File: config.mk
export PLATFORM = sky130hd
export DESIGN_NAME = jpeg_capture_ctrl
export DESIGN_NICKNAME = d
export VERILOG_FILES = /design/src/rtl/jpeg_capture_ctrl.sv
export SDC_FILE = /design/constraint.sdc
export NUM_CORES = 1
export LEC_CHECK = 0
export BUFFER_PORTS_ARGS = -buffer_cell sky130_fd_sc_hd__buf_2
export CORE_MARGIN = 4
export CORE_UTILIZATION = 58
export CTS_BUF_LIST = sky130_fd_sc_hd__clkbuf_16
export CTS_CLUSTER_SIZE = 28
export DETAILED_ROUTE_END_ITERATION = 6
export GPL_TIMING_DRIVEN = 0
export HOLD_SLACK_MARGIN = 0.1
export PLACE_DENSITY = 0.92
export SETUP_SLACK_MARGIN = 0.15
export SLEW_MARGIN = 15
export SYNTH_ARGS = -nofsm -noshare
export SYNTH_HDL_FRONTEND = slang
export SYNTH_SLANG_ARGS = --single-unit
File: constraint.sdc
create_clock -name clk -period 5.5 [get_ports clk]
set_input_delay 1.1 -clock clk [delete_from_list [all_inputs] [get_ports clk]]
set_output_delay 1.1 -clock clk [all_outputs]
set_load 0.01 [all_outputs]
File: src/rtl/jpeg_capture_ctrl.sv
// jpeg_capture_ctrl: frame-level sequencer that arms the JPEG encoder per camera frame,
// shadows its configuration between frames and reports completion, size, count and errors.
module jpeg_capture_ctrl #(
    parameter int ARM_CYCLES     = 4,
    parameter int TIMEOUT_CYCLES = 12_000_000
) (
    input  logic        clk,
    input  logic        reset,
    input  logic        cmd_start_in,
    input  logic        cmd_abort_in,
    input  logic        cfg_continuous_in,
    input  logic [1:0]  cfg_qf_in,
    input  logic [10:0] cfg_x_size_in,
    input  logic [9:0]  cfg_y_size_in,
    input  logic        frame_valid_in,
    input  logic        enc_data_valid_in,
    input  logic [15:0] enc_address_in,
    input  logic        enc_image_valid_in,
    output logic        start_capture_out,
    output logic [1:0]  qf_select_out,
    output logic [10:0] x_size_out,
    output logic [9:0]  y_size_out,
    output logic        busy_out,
    output logic        done_out,
    output logic [16:0] image_bytes_out,
    output logic [15:0] frame_count_out,
    output logic        error_out,
    output logic [1:0]  error_code_out
);
    localparam int WD_W = $clog2(TIMEOUT_CYCLES + 1);
    localparam int AC_W = $clog2(ARM_CYCLES + 1);

    typedef enum logic [2:0] {
        S_IDLE, S_WAIT_BLANK, S_ARM, S_WAIT_SOF, S_CAPTURE, S_WAIT_IMG, S_DONE, S_ERROR
    } state_t;

    state_t          r_state, w_next;
    logic            r_fv, r_fv_prev, r_iv, r_iv_prev;
    logic [WD_W-1:0] r_wd;
    logic [AC_W-1:0] r_arm_cnt;
    logic [15:0]     r_last_addr;
    logic            r_seen;
    logic            r_start, r_busy, r_done, r_error;
    logic [1:0]      r_qf, r_code;
    logic [10:0]     r_x;
    logic [9:0]      r_y;
    logic [16:0]     r_bytes;
    logic [15:0]     r_count;
    logic            w_fv_rise, w_fv_fall, w_iv_rise, w_timeout, w_latch, w_track;
    logic [1:0]      w_err_code;

    // Inputs are sampled once before edge detection, so a rise acts one edge after it is seen.
    assign w_fv_rise = r_fv & ~r_fv_prev;
    assign w_fv_fall = ~r_fv & r_fv_prev;
    assign w_iv_rise = r_iv & ~r_iv_prev;
    assign w_timeout = r_wd >= WD_W'(TIMEOUT_CYCLES - 1);
    assign w_latch   = (w_next == S_WAIT_BLANK) && (r_state != S_WAIT_BLANK);
    assign w_track   = (r_state == S_CAPTURE || r_state == S_WAIT_IMG) && enc_data_valid_in;

    always_comb begin
        w_next     = r_state;
        w_err_code = 2'b01;
        case (r_state)
            S_IDLE:       w_next = cmd_start_in ? S_WAIT_BLANK : S_IDLE;
            S_WAIT_BLANK: w_next = frame_valid_in ? S_WAIT_BLANK : S_ARM;
            S_ARM:        w_next = w_fv_rise ? S_CAPTURE
                                 : (r_arm_cnt == AC_W'(ARM_CYCLES - 1)) ? S_WAIT_SOF : S_ARM;
            S_WAIT_SOF:   w_next = w_fv_rise ? S_CAPTURE : w_timeout ? S_ERROR : S_WAIT_SOF;
            S_CAPTURE:    w_next = w_fv_fall ? S_WAIT_IMG : w_timeout ? S_ERROR : S_CAPTURE;
            S_WAIT_IMG: begin
                w_next     = w_iv_rise ? (r_seen ? S_DONE : S_ERROR) : w_timeout ? S_ERROR : S_WAIT_IMG;
                w_err_code = w_iv_rise ? 2'b10 : 2'b01;
            end
            S_DONE:       w_next = cfg_continuous_in ? S_WAIT_BLANK : S_IDLE;
            default:      w_next = S_IDLE;
        endcase
        if (cmd_abort_in)
            w_next = S_IDLE;
    end

    always_ff @(posedge clk or posedge reset) begin
        if (reset) begin
            r_state     <= S_IDLE;
            r_fv        <= 1'b0;
            r_fv_prev   <= 1'b0;
            r_iv        <= 1'b0;
            r_iv_prev   <= 1'b0;
            r_wd        <= '0;
            r_arm_cnt   <= '0;
            r_last_addr <= '0;
            r_seen      <= 1'b0;
            r_start     <= 1'b0;
            r_busy      <= 1'b0;
            r_done      <= 1'b0;
            r_error     <= 1'b0;
            r_code      <= '0;
            r_qf        <= '0;
            r_x         <= '0;
            r_y         <= '0;
            r_bytes     <= '0;
            r_count     <= '0;
        end else begin
            r_state   <= w_next;
            r_fv      <= frame_valid_in;
            r_fv_prev <= r_fv;
            r_iv      <= enc_image_valid_in;
            r_iv_prev <= r_iv;
            r_wd      <= (w_next != r_state || enc_data_valid_in) ? '0
                       : (&r_wd) ? r_wd : r_wd + 1'b1;
            r_arm_cnt <= (r_state == S_ARM && w_next == S_ARM) ? r_arm_cnt + 1'b1 : '0;
            r_start   <= w_next == S_ARM;
            r_busy    <= w_next != S_IDLE;
            r_done    <= w_next == S_DONE;
            if (w_latch) begin
                r_qf   <= cfg_qf_in;
                r_x    <= cfg_x_size_in;
                r_y    <= cfg_y_size_in;
                r_seen <= 1'b0;
            end
            if (w_latch && r_state == S_IDLE) begin
                r_error <= 1'b0;
                r_code  <= '0;
            end
            if (w_track) begin
                r_last_addr <= enc_address_in;
                r_seen      <= 1'b1;
            end
            if (w_next == S_DONE) begin
                r_count <= r_count + 16'd1;
                r_bytes <= {1'b0, r_last_addr} + 17'd4;
            end
            if (w_next == S_ERROR && r_state != S_ERROR) begin
                r_error <= 1'b1;
                r_code  <= w_err_code;
            end
        end
    end

    assign start_capture_out = r_start;
    assign qf_select_out     = r_qf;
    assign x_size_out        = r_x;
    assign y_size_out        = r_y;
    assign busy_out          = r_busy;
    assign done_out          = r_done;
    assign image_bytes_out   = r_bytes;
    assign frame_count_out   = r_count;
    assign error_out         = r_error;
    assign error_code_out    = r_code;
endmodule

After elaboration in Yosys (flattened, before gate mapping)

Index checks and enable logic that the tools add are counted.

Bitwise operators: 6
Div/mod/pow operators: 0
Equal/unequal tests: 15
Add/sub/neg operators: 4
Magnitude comparators: 1
Multiplexer cells: 25
Reduce and logical (&&, ||, !) cells: 12
Shifts and indexed selects: 0
Multipliers: 0

Operator list:

| cell                                                      | number |
|---|---|
| 2-to-1 mux 24 bit                                         | 2 |
| adder 24 x 1 -> 24 bit, second input constant             | 1 |
| greater-or-equal comparator 24 bit, second input constant | 1 |
| AND reduction 24 bit                                      | 1 |
| case mux 3 bit (7 select lines)                           | 1 |
| 2-to-1 mux 2 bit                                          | 9 |
| adder 16 x 3 -> 17 bit, second input constant             | 1 |
| adder 16 x 1 -> 16 bit, second input constant             | 1 |
| equality test 3 bit, second input constant                | 5 |
| 2-to-1 mux 3 bit                                          | 5 |
| equality test 3 x 2 -> 1 bit, second input constant       | 4 |
| 2-to-1 mux 1 bit                                          | 8 |
| equality test 3 x 1 -> 1 bit, second input constant       | 2 |
| logical AND 1 bit                                         | 5 |
| nonzero test 2 bit                                        | 2 |
| adder 3 x 1 -> 3 bit, second input constant               | 1 |
| AND 1 bit                                                 | 3 |
| zero test 3 bit                                           | 1 |
| != test 3 x 1 -> 1 bit, second input constant             | 1 |
| != test 3 bit                                             | 1 |
| != test 3 bit, second input constant                      | 1 |
| inverter 1 bit                                            | 3 |
| nonzero test 3 bit                                        | 1 |
| logical OR 1 bit                                          | 2 |
| != test 2 bit, second input constant                      | 1 |

ROM bits: 0
Memories kept: 0
Flip-flop bits (word level): 113
Latch bits: 0
Bits in writable memories: 0
Bits of input ports: 47
Word-level logic and storage cells: 82

Logic depth before layout (Yosys ltp)

Gate-level depths: netlist of the first run.

Word-level depth: 10
Gate-level depth with buffers: 10
Gate-level depth less buffers: 9

Worst setup path before layout of the first run

OpenSTA, ideal clock, no wires.

Path kind: input to register
Start point: in cmd_abort_in
End point: reg r_bytes[2] (netlist: image_bytes_out[2])
Arrival time: 2.490 ns
Library setup time: 0.129 ns
Data required time: 5.371 ns
Cell stages on the path: 9
Setup slack: 2.881 ns
Path through: buf_1 -> a31oi_1 -> o21ai_0 -> a31oi_4 -> nand4_4 -> buf_6 -> buf_2 -> nand2_1 -> o21ai_0

Word-level cells in the longest chain between the ends: 2

RTL lines:

| item                 | RTL line | RTL |
|---|---|---|
| start, declared      | 10       | `input logic cmd_abort_in,` |
| 2-to-1 mux 3 bit     | 77       | `if (cmd_abort_in)` |
| via w_next[2]        | 37       | `state_t r_state, w_next;` |
| equality test 3 bit  | 128      | `if (w_next == S_DONE) begin` |
| end signal, assigned | 130      | `r_bytes <= {1'b0, r_last_addr} + 17'd4;` |
| end, declared        | 47       | `logic [16:0] r_bytes;` |

The timed path passes the listed nets, and every way through them passes these cells.
A chain may end at the register's enable or synchronous reset.

Final worst setup path of the first run

Start point: reg r_wd[0]
End point: reg r_count[11] (netlist: frame_count_out[11])

Word-level cells in the longest chain between the ends: 6
Elaborated cells between the ends (all ways): 10
Those cells by class: order compare (1); eq/ne (1); mux (8)

RTL lines:

| item                                                        | RTL line | RTL |
|---|---|---|
| start, declared                                             | 39       | `logic [WD_W-1:0] r_wd;` |
| start signal, assigned                                      | 108      | `r_wd <= (w_next != r_state \|\| enc_data_valid_in) ? '0` |
| greater-or-equal comparator 24 bit (*)                      | 56       | `assign w_timeout = r_wd >= WD_W'(TIMEOUT_CYCLES - 1);` |
| 2-to-1 mux 2 bit, or another cell as far along (2 in a row) | 69       | `S_CAPTURE: w_next = w_fv_fall ? S_WAIT_IMG : w_timeout ? S_ERROR : S_CAPTURE;` |
| case mux 3 bit (7 select lines) (*)                         | 63       | `case (r_state)` |
| 2-to-1 mux 3 bit (*)                                        | 77       |  |
| equality test 3 bit (*)                                     | 128      |  |
| end signal, assigned                                        | 129      | `r_count <= r_count + 16'd1;` |
| end, declared                                               | 48       | `logic [15:0] r_count;` |

Every way passes the cells marked *; elsewhere a longest branch is shown, timed or not.

==> results.sh, run 1 <==
export IMPL_dp_hpwl_um=8630
export IMPL_peakVddDrop_mv=0.219
export IMPL_antenna_left=0
export IMPL_grt_max_degree=91
export IMPL_wl_um=13200
export IMPL_port_buffers=107
export IMPL_synth_ff_type="dfrtp_1"
export IMPL_rsz0062_at_grt="false"
export IMPL_synth_edf_count=0
export IMPL_syn_area_sq_mm=0.00531
export IMPL_wl_per_cell_um=18.5
export IMPL_multiInputGateArea_sq_mm=0.00233
export IMPL_syn_num_nets=515
export IMPL_final_max_slew_viol_count=0
export IMPL_area_growth_pct=24.7
export IMPL_core_area_sq_mm=0.00881
export IMPL_synthArstFlopShare=1.00
export IMPL_cts_tree="done"
export IMPL_yosysSeqAreaShare=0.533
export IMPL_ctsHoldBuffers=0
export IMPL_slew_headroom=0.568
export IMPL_fin_skew_ns=0.00755
export IMPL_syn_avg_cell_area_sq_um=11.5
export IMPL_cp_arrival_ns=3.13
export IMPL_firstDrtPassIters=4
export IMPL_drtIter0Drc=261
export IMPL_worstSetupEndpointType="flip-flop"
export IMPL_routed_via_density=5.77
export IMPL_grt_ovfl_total=0
export IMPL_vias=4104
export IMPL_synth_ff_latch_count=113
export IMPL_clock_root_buffer="clkbuf_16"
export IMPL_clock_latency_ns=0.41
export IMPL_crit_required_ns=5.81
export IMPL_clock_path_buffers=2
export IMPL_hold_ws_ns=0.416
export IMPL_antenna_found_initial=0
export IMPL_die_w_um=104
export IMPL_synth_distinct_cells=54
export IMPL_routabilityCongestion=0.878
export IMPL_register_area_sq_mm=0.00283
export IMPL_path_clk_slew_ns=0.06
export IMPL_cts_setup_buffers=0
export IMPL_cap_violations=0
export IMPL_num_antenna_cells=0
export IMPL_dieArea_sq_mm=0.0107
export IMPL_hold_depth=0
export IMPL_grt_pass1_wl_um=21800
export IMPL_cp_start_kind="flip-flop"
export IMPL_cellLeakagePower_nw=3.30
export IMPL_finalHoldViolCount=0
export IMPL_worst_slew_pin_slew_ns=0.646
export IMPL_hp_class="reg -> reg"
export IMPL_path_class="reg -> reg"
export IMPL_p_per_area_mw_per_mm2=340
export IMPL_cts_num_sinks=113
export IMPL_start_util=0.603
export IMPL_status="finished, final reports clean"
export IMPL_fp_row_count=34
export IMPL_period_share=0.513
export IMPL_drcViolationCount=0
export IMPL_reg2regPathDepth=8
export IMPL_setup_tns_ns=0
export IMPL_yosys_warnings=0
export IMPL_crit_path_max_fanout=10
export IMPL_grt_pass1_vias=4412
export IMPL_ios=109
export IMPL_cts_buffers=17
export IMPL_track_usage=0.254
export IMPL_synth_cells=463
export IMPL_cts_resized=0
export IMPL_n_fill_cell=525
export IMPL_final_layout_size_suffix_gt1_frac=0.343
export IMPL_setup_violations=0
export IMPL_htree_levels=4
export IMPL_clock_fmax_ghz=0.355
export IMPL_fin_nets=642
export IMPL_fin_crit_ns=2.82
export IMPL_die_h_um=104
[sequential cells by signal, summed over array words and instances, names as in the netlist]
register           cells
r_wd                  24
image_bytes_out       17
frame_count_out       16
r_last_addr           16
x_size_out            11
y_size_out            10
r_arm_cnt              3
r_state                3
error_code_out         2
qf_select_out          2
busy_out               1
done_out               1
error_out              1
r_fv                   1
r_fv_prev              1
r_iv                   1
r_iv_prev              1
r_seen                 1
start_capture_out      1
[cell families after synthesis]
group,share of synthesized area
mux,0.111
xor+xnor,0.0809
buf+inv,0.0273
simple gates,0.173
flops,0.533
fa+ha+maj,0.0118
compound gates,0.0634
[critical path: stages, from the launching register on]
cell and delay (ns):
dfrtp_1 0.39, ha_1 0.19, nand3_1 0.14, or2_2 0.37, o31a_4 0.39, a31oi_4 0.25
nand4_4 0.23, nor4_1 0.52, xor2_1 0.25
[power by group]
group	leakage (nW)	total, mW	switching, mW	internal (mW)
clock network	0.285	1.13	0.411	0.717
registers	1.50	0.909	0.0297	0.879
logic	1.52	0.214	0.105	0.108
[final cells by class]
| cell class | count | area share |
|---|---|---|
| well taps | 108 | 0.0204 |
| multi-input cells | 319 | 0.353 |
| inverters | 17 | 0.0104 |
| flip-flops and latches | 113 | 0.427 |
| clock inverters | 15 | 0.0278 |
| clock buffers | 17 | 0.0643 |
| repair buffers | 108 | 0.0851 |
| plain buffers | 14 | 0.0123 |
[placed cells by master, fill, tap and decap left out, types with 3 or more instances in the layout]
master / netlist / final
inv_1: 17 / 17
nand3_1: 19 / 19
clkinvlp_4: 0 / 5
nand4_1: 9 / 9
nand2_1: 38 / 38
a21o_1: 3 / 3
and3_1: 11 / 11
clkbuf_16: 0 / 17
inv_6: 0 / 6
buf_2: 5 / 112
bufinv_16: 0 / 3
nor3_2: 4 / 4
dfrtp_1: 113 / 113
ha_1: 5 / 5
clkbuf_1: 5 / 5
nor4_1: 9 / 9
buf_6: 3 / 3
o21ai_0: 17 / 17
xnor2_1: 22 / 22
and2_1: 4 / 4
xor2_1: 27 / 27
nor2_1: 45 / 45
or3_1: 3 / 3
a21oi_1: 4 / 4
mux2_2: 25 / 25
or2_2: 3 / 3
nor3_1: 10 / 10
nand2b_1: 6 / 6
nor2b_1: 3 / 3
mux2_4: 19 / 19
[metrics by stage]
| step | std cells | utilization | instance area [sq um] | worst slack [ns] | power [mW] |
|---|---|---|---|---|---|
| after floorplan | 463 | - | 5310 | 1.41 | 1.04 |
| after global placement | 678 | 0.679 | 5980 | 0.334 | 1.12 |
| after detailed placement | 679 | 0.683 | 6010 | 2.46 | 1.13 |
| after CTS | 711 | 0.752 | 6620 | 2.70 | 2.26 |
| after global routing | 711 | 0.752 | 6620 | 2.47 | 2.32 |
| final | 711 | 0.752 | 6620 | 2.68 | 2.25 |
[per-layer routing]
layer | part of all wire | up-vias | global-route usage | wire [um]
li1 | - | 1869 | - | -
met1 | 0.40 | 2045 | 0.289 | 5290
met2 | 0.51 | 152 | 0.445 | 6710
met3 | 0.054 | 38 | 0.0603 | 716
met4 | 0.036 | 0 | 0.131 | 475
met5 | 0 | - | 0 | 0
[cell usage after synthesis, drive strengths merged (6+ instances only)]
master    n  area, sq um
o21ai    17         85.1
xor2     27          236
nor4      9         56.3
xnor2    22          193
inv      17         63.8
nor2     45          169
buf       9         62.6
and3     11         68.8
nor3     14         90.1
nand2    39          149
dfrtp   113         2830
nand4    10         77.6
nand2b    6         37.5
nand3    19         95.1
mux2     44          567
[final timing paths]
check,from,to,slack [ns]
hold / removal,r_fv,r_fv_prev,0.42
hold reg to reg,r_fv,r_fv_prev,0.42
max in group asynchronous,reset,r_last_addr[8],4.18
setup / recovery,r_wd[0],frame_count_out[11],2.68
min in group asynchronous,reset,r_state[0],0.64
setup reg to reg,r_wd[0],frame_count_out[11],2.68
Note: power is estimated with default switching activity, not from simulation.
==> run 2, diff against run 1 <==
CORE_UTILIZATION = 55   (was 58)
PLACE_DENSITY = 0.88   (was 0.92)
clock period = 2.6 ns   (was 5.5 ns; I/O delays follow)
==> run 2 against run 1 <==
Compared with the run above: hold slack lost 0.21 ns; non-clock buffer count rose by 44; die area up 5.0%; final cell count rose by 9.4%; sequential share of layout area shrank 4.1 points; the run now ends with design-rule violations, negative setup slack left; flip-flop and latch count unchanged; sequential power grew 110%; global-route usage grew 1.5 points; clock power is 120% higher; critical path type unchanged; critical path depth up 4; largest cell class unchanged.
==> results.sh, run 2 (synthesis results as in run 1) <==
export IMPL_final_common_cell="dfrtp_1"
export IMPL_p_clk_frac=0.498
export IMPL_p_per_area_mw_per_mm2=666
export IMPL_drcViolationCount=5
export IMPL_setup_violations=54
export IMPL_crit_slowest_cell="dfrtp_2"
export IMPL_path_cells="buf_4, buf_4, a21oi_1, o211ai_1, o211ai_1, buf_4, a31o_4, a21boi_0, o211ai_2, buf_4, buf_4, a211oi_1"
export IMPL_crit_top_cell="buf_4"
export IMPL_crit_required_ns=2.88
export IMPL_p_int_mw=3.65
export IMPL_hp_class="in -> async"
export IMPL_finalHoldViolCount=0
export IMPL_crit_path_max_fanout=6
export IMPL_drtIter0Drc=470
export IMPL_start_util=0.569
export IMPL_antenna_left=0
export IMPL_antenna_found_initial=1
export IMPL_cts_tree="done"
export IMPL_fin_crit_ns=2.77
export IMPL_critical_path_buf_inv_count=5
export IMPL_fin_skew_ns=0.0107
export IMPL_ios=109
export IMPL_cts_buffers=17
export IMPL_firstDrtPassIters=7
export IMPL_die_h_um=106
export IMPL_p_sw_frac=0.253
export IMPL_r2r_start="r_wd[8]"
export IMPL_top_register="r_wd"
export IMPL_rsz0062_at_grt="true"
export IMPL_reg2regPathDepth=12
export IMPL_grt_pass1_vias=4646
export IMPL_track_usage=0.269
export IMPL_routabilityCongestion=0.876
export IMPL_fp_row_count=35
export IMPL_worst_slew_pin_slew_ns=0.741
export IMPL_period_share=1.07
export IMPL_clock_latency_ns=0.42
export IMPL_grt_pass1_wl_um=23700
export IMPL_p_switching_mw=1.24
export IMPL_cp_start_kind="flip-flop"
export IMPL_wl_um=17100
export IMPL_cp_arrival_ns=3.05
export IMPL_ctsHoldBuffers=0
export IMPL_area_growth_pct=38.2
export IMPL_failed_checks="design-rule violations, negative setup slack"
export IMPL_critPathMaxStageDelay_ns=0.40
export IMPL_vias=4803
export IMPL_grt_max_degree=31
export IMPL_routed_via_density=6.17
export IMPL_final_layout_size_suffix_gt1_frac=0.435
export IMPL_status="complete, but fails checks"
export IMPL_clock_path_buffers=2
export IMPL_core_area_sq_mm=0.00933
export IMPL_cellLeakagePower_nw=3.66
export IMPL_fin_total_pwr_mw=4.88
export IMPL_worstSetupEndpointType="flip-flop"
export IMPL_path_class="reg -> reg"
export IMPL_die_w_um=106
export IMPL_combPwrFrac=0.108
export IMPL_dp_hpwl_um=8720
export IMPL_clock_fmax_ghz=0.361
export IMPL_grt_ovfl_total=0
export IMPL_final_max_slew_viol_count=0
export IMPL_cpLargestDelayFamily="compound AO/OA/AOI/OAI gates"
export IMPL_peakVddDrop_mv=0.573
export IMPL_slew_headroom=0.504
export IMPL_port_buffers=107
export IMPL_r2r_slack_ns=-0.17
export IMPL_rr_endpoint="r_wd[14]"
export IMPL_cts_num_sinks=113
export IMPL_pre_cts_ws_ns=-0.0752
export IMPL_largest_register_ff_count=24
export IMPL_dieArea_sq_mm=0.0113
export IMPL_setup_slack_ns=-0.173
export IMPL_wl_per_cell_um=22.0
export IMPL_fin_nets=687
export IMPL_clock_root_buffer="clkbuf_16"
export IMPL_power_frac_seq=0.395
export IMPL_cap_violations=0
export IMPL_path_clk_slew_ns=0.06
export IMPL_final_cell_mix="111 x dfrtp_1, 107 x buf_2, 42 x nor2_1"
export IMPL_htree_levels=4
[run 2: cell count changes in the layout (fill, tap and decap cells not counted), moves of 4 or more]
| cell | previous run | this run |
|---|---|---|
| buf_8 | 0 | 5 |
| buf_6 | 3 | 9 |
| nor4_2 | 0 | 5 |
| buf_2 | 112 | 107 |
| buf_4 | 0 | 33 |
| nor4_1 | 9 | 2 |
| o21ai_1 | 0 | 8 |
| clkbuf_1 | 5 | 1 |
| o21ai_0 | 17 | 8 |
[run 2: how the worst max path moves through the flow]
stage / startpoint / end / slack, ns / cells past startpoint
after global placement: r_wd[0] / r_wd[16] / 0.02 / 9
after detailed placement: r_wd[0] / r_wd[13] / -0.08 / 9
after CTS: r_wd[8] / frame_count_out[13] / 0.1 / 6
final: r_wd[8] / r_wd[14] / -0.17 / 12
after global routing: r_wd[15] / frame_count_out[11] / -0.21 / 7
after floorplan: r_wd[0] / x_size_out[0] / 0.20 / 9
[run 2: power groups by stage]
stage	Combinational, mW	Clock [mW]	Sequential, mW
after global routing	0.559	2.51	1.94
after CTS	0.487	2.38	1.92
final	0.526	2.43	1.93
after global placement	0.428	0	1.94
after floorplan	0.225	0	1.98
after detailed placement	0.453	0	1.95
[run 2: timing repair]
| item | CTS | global route |
|---|---|---|
| setup endpoints to repair | 75 | 81 |
| pin swaps | 11 | 17 |
| gates resized for setup | 28 | 54 |
| setup buffers | 25 | 12 |
| cloned | 3 | 3 |
[run 2: final cells by class]
class,instances,area [sq um]
Fill cell,473,1990
Clock inverter,15,184
Buffer,14,139
Timing Repair Buffer,152,986
Clock buffer,17,425
Inverter,17,70.1
Sequential cell,113,2830
Antenna cell,1,2.50
Multi-Input combinational cell,320,2540
Tap cell,129,161
[run 2: routing by layer]
layer | share of wire | global-route usage | up-vias
met5 | 0 | 0 | -
met4 | 0.071 | 0.157 | 0
met3 | 0.089 | 0.0571 | 111
met2 | 0.50 | 0.465 | 394
met1 | 0.34 | 0.306 | 2327
li1 | - | - | 1971
[run 2: worst register-to-register path, delay by kind of cell, from the launching register on]
kind	cells	cell delay (ns)
AOI/OAI and AO/OA	7	1.44
DFF	1	0.40
buffers and inverters	5	0.79
[run 2: metrics by stage]
| stage | area, sq um | hold WS [ns] | cells | setup TNS, ns | utilization |
|---|---|---|---|---|---|
| 2_1_floorplan | 5310 | 0.368 | 463 | 0 | - |
| 3_3_place_gp | 6010 | 0.395 | 699 | 0 | 0.644 |
| 3_5_place_dp | 6070 | 0.398 | 702 | -1.38 | 0.651 |
| 4_1_cts | 7010 | 0.217 | 762 | 0 | 0.752 |
| 5_1_grt | 7330 | 0.226 | 778 | -3.90 | 0.786 |
| 6_report | 7330 | 0.201 | 778 | -1.93 | 0.786 |
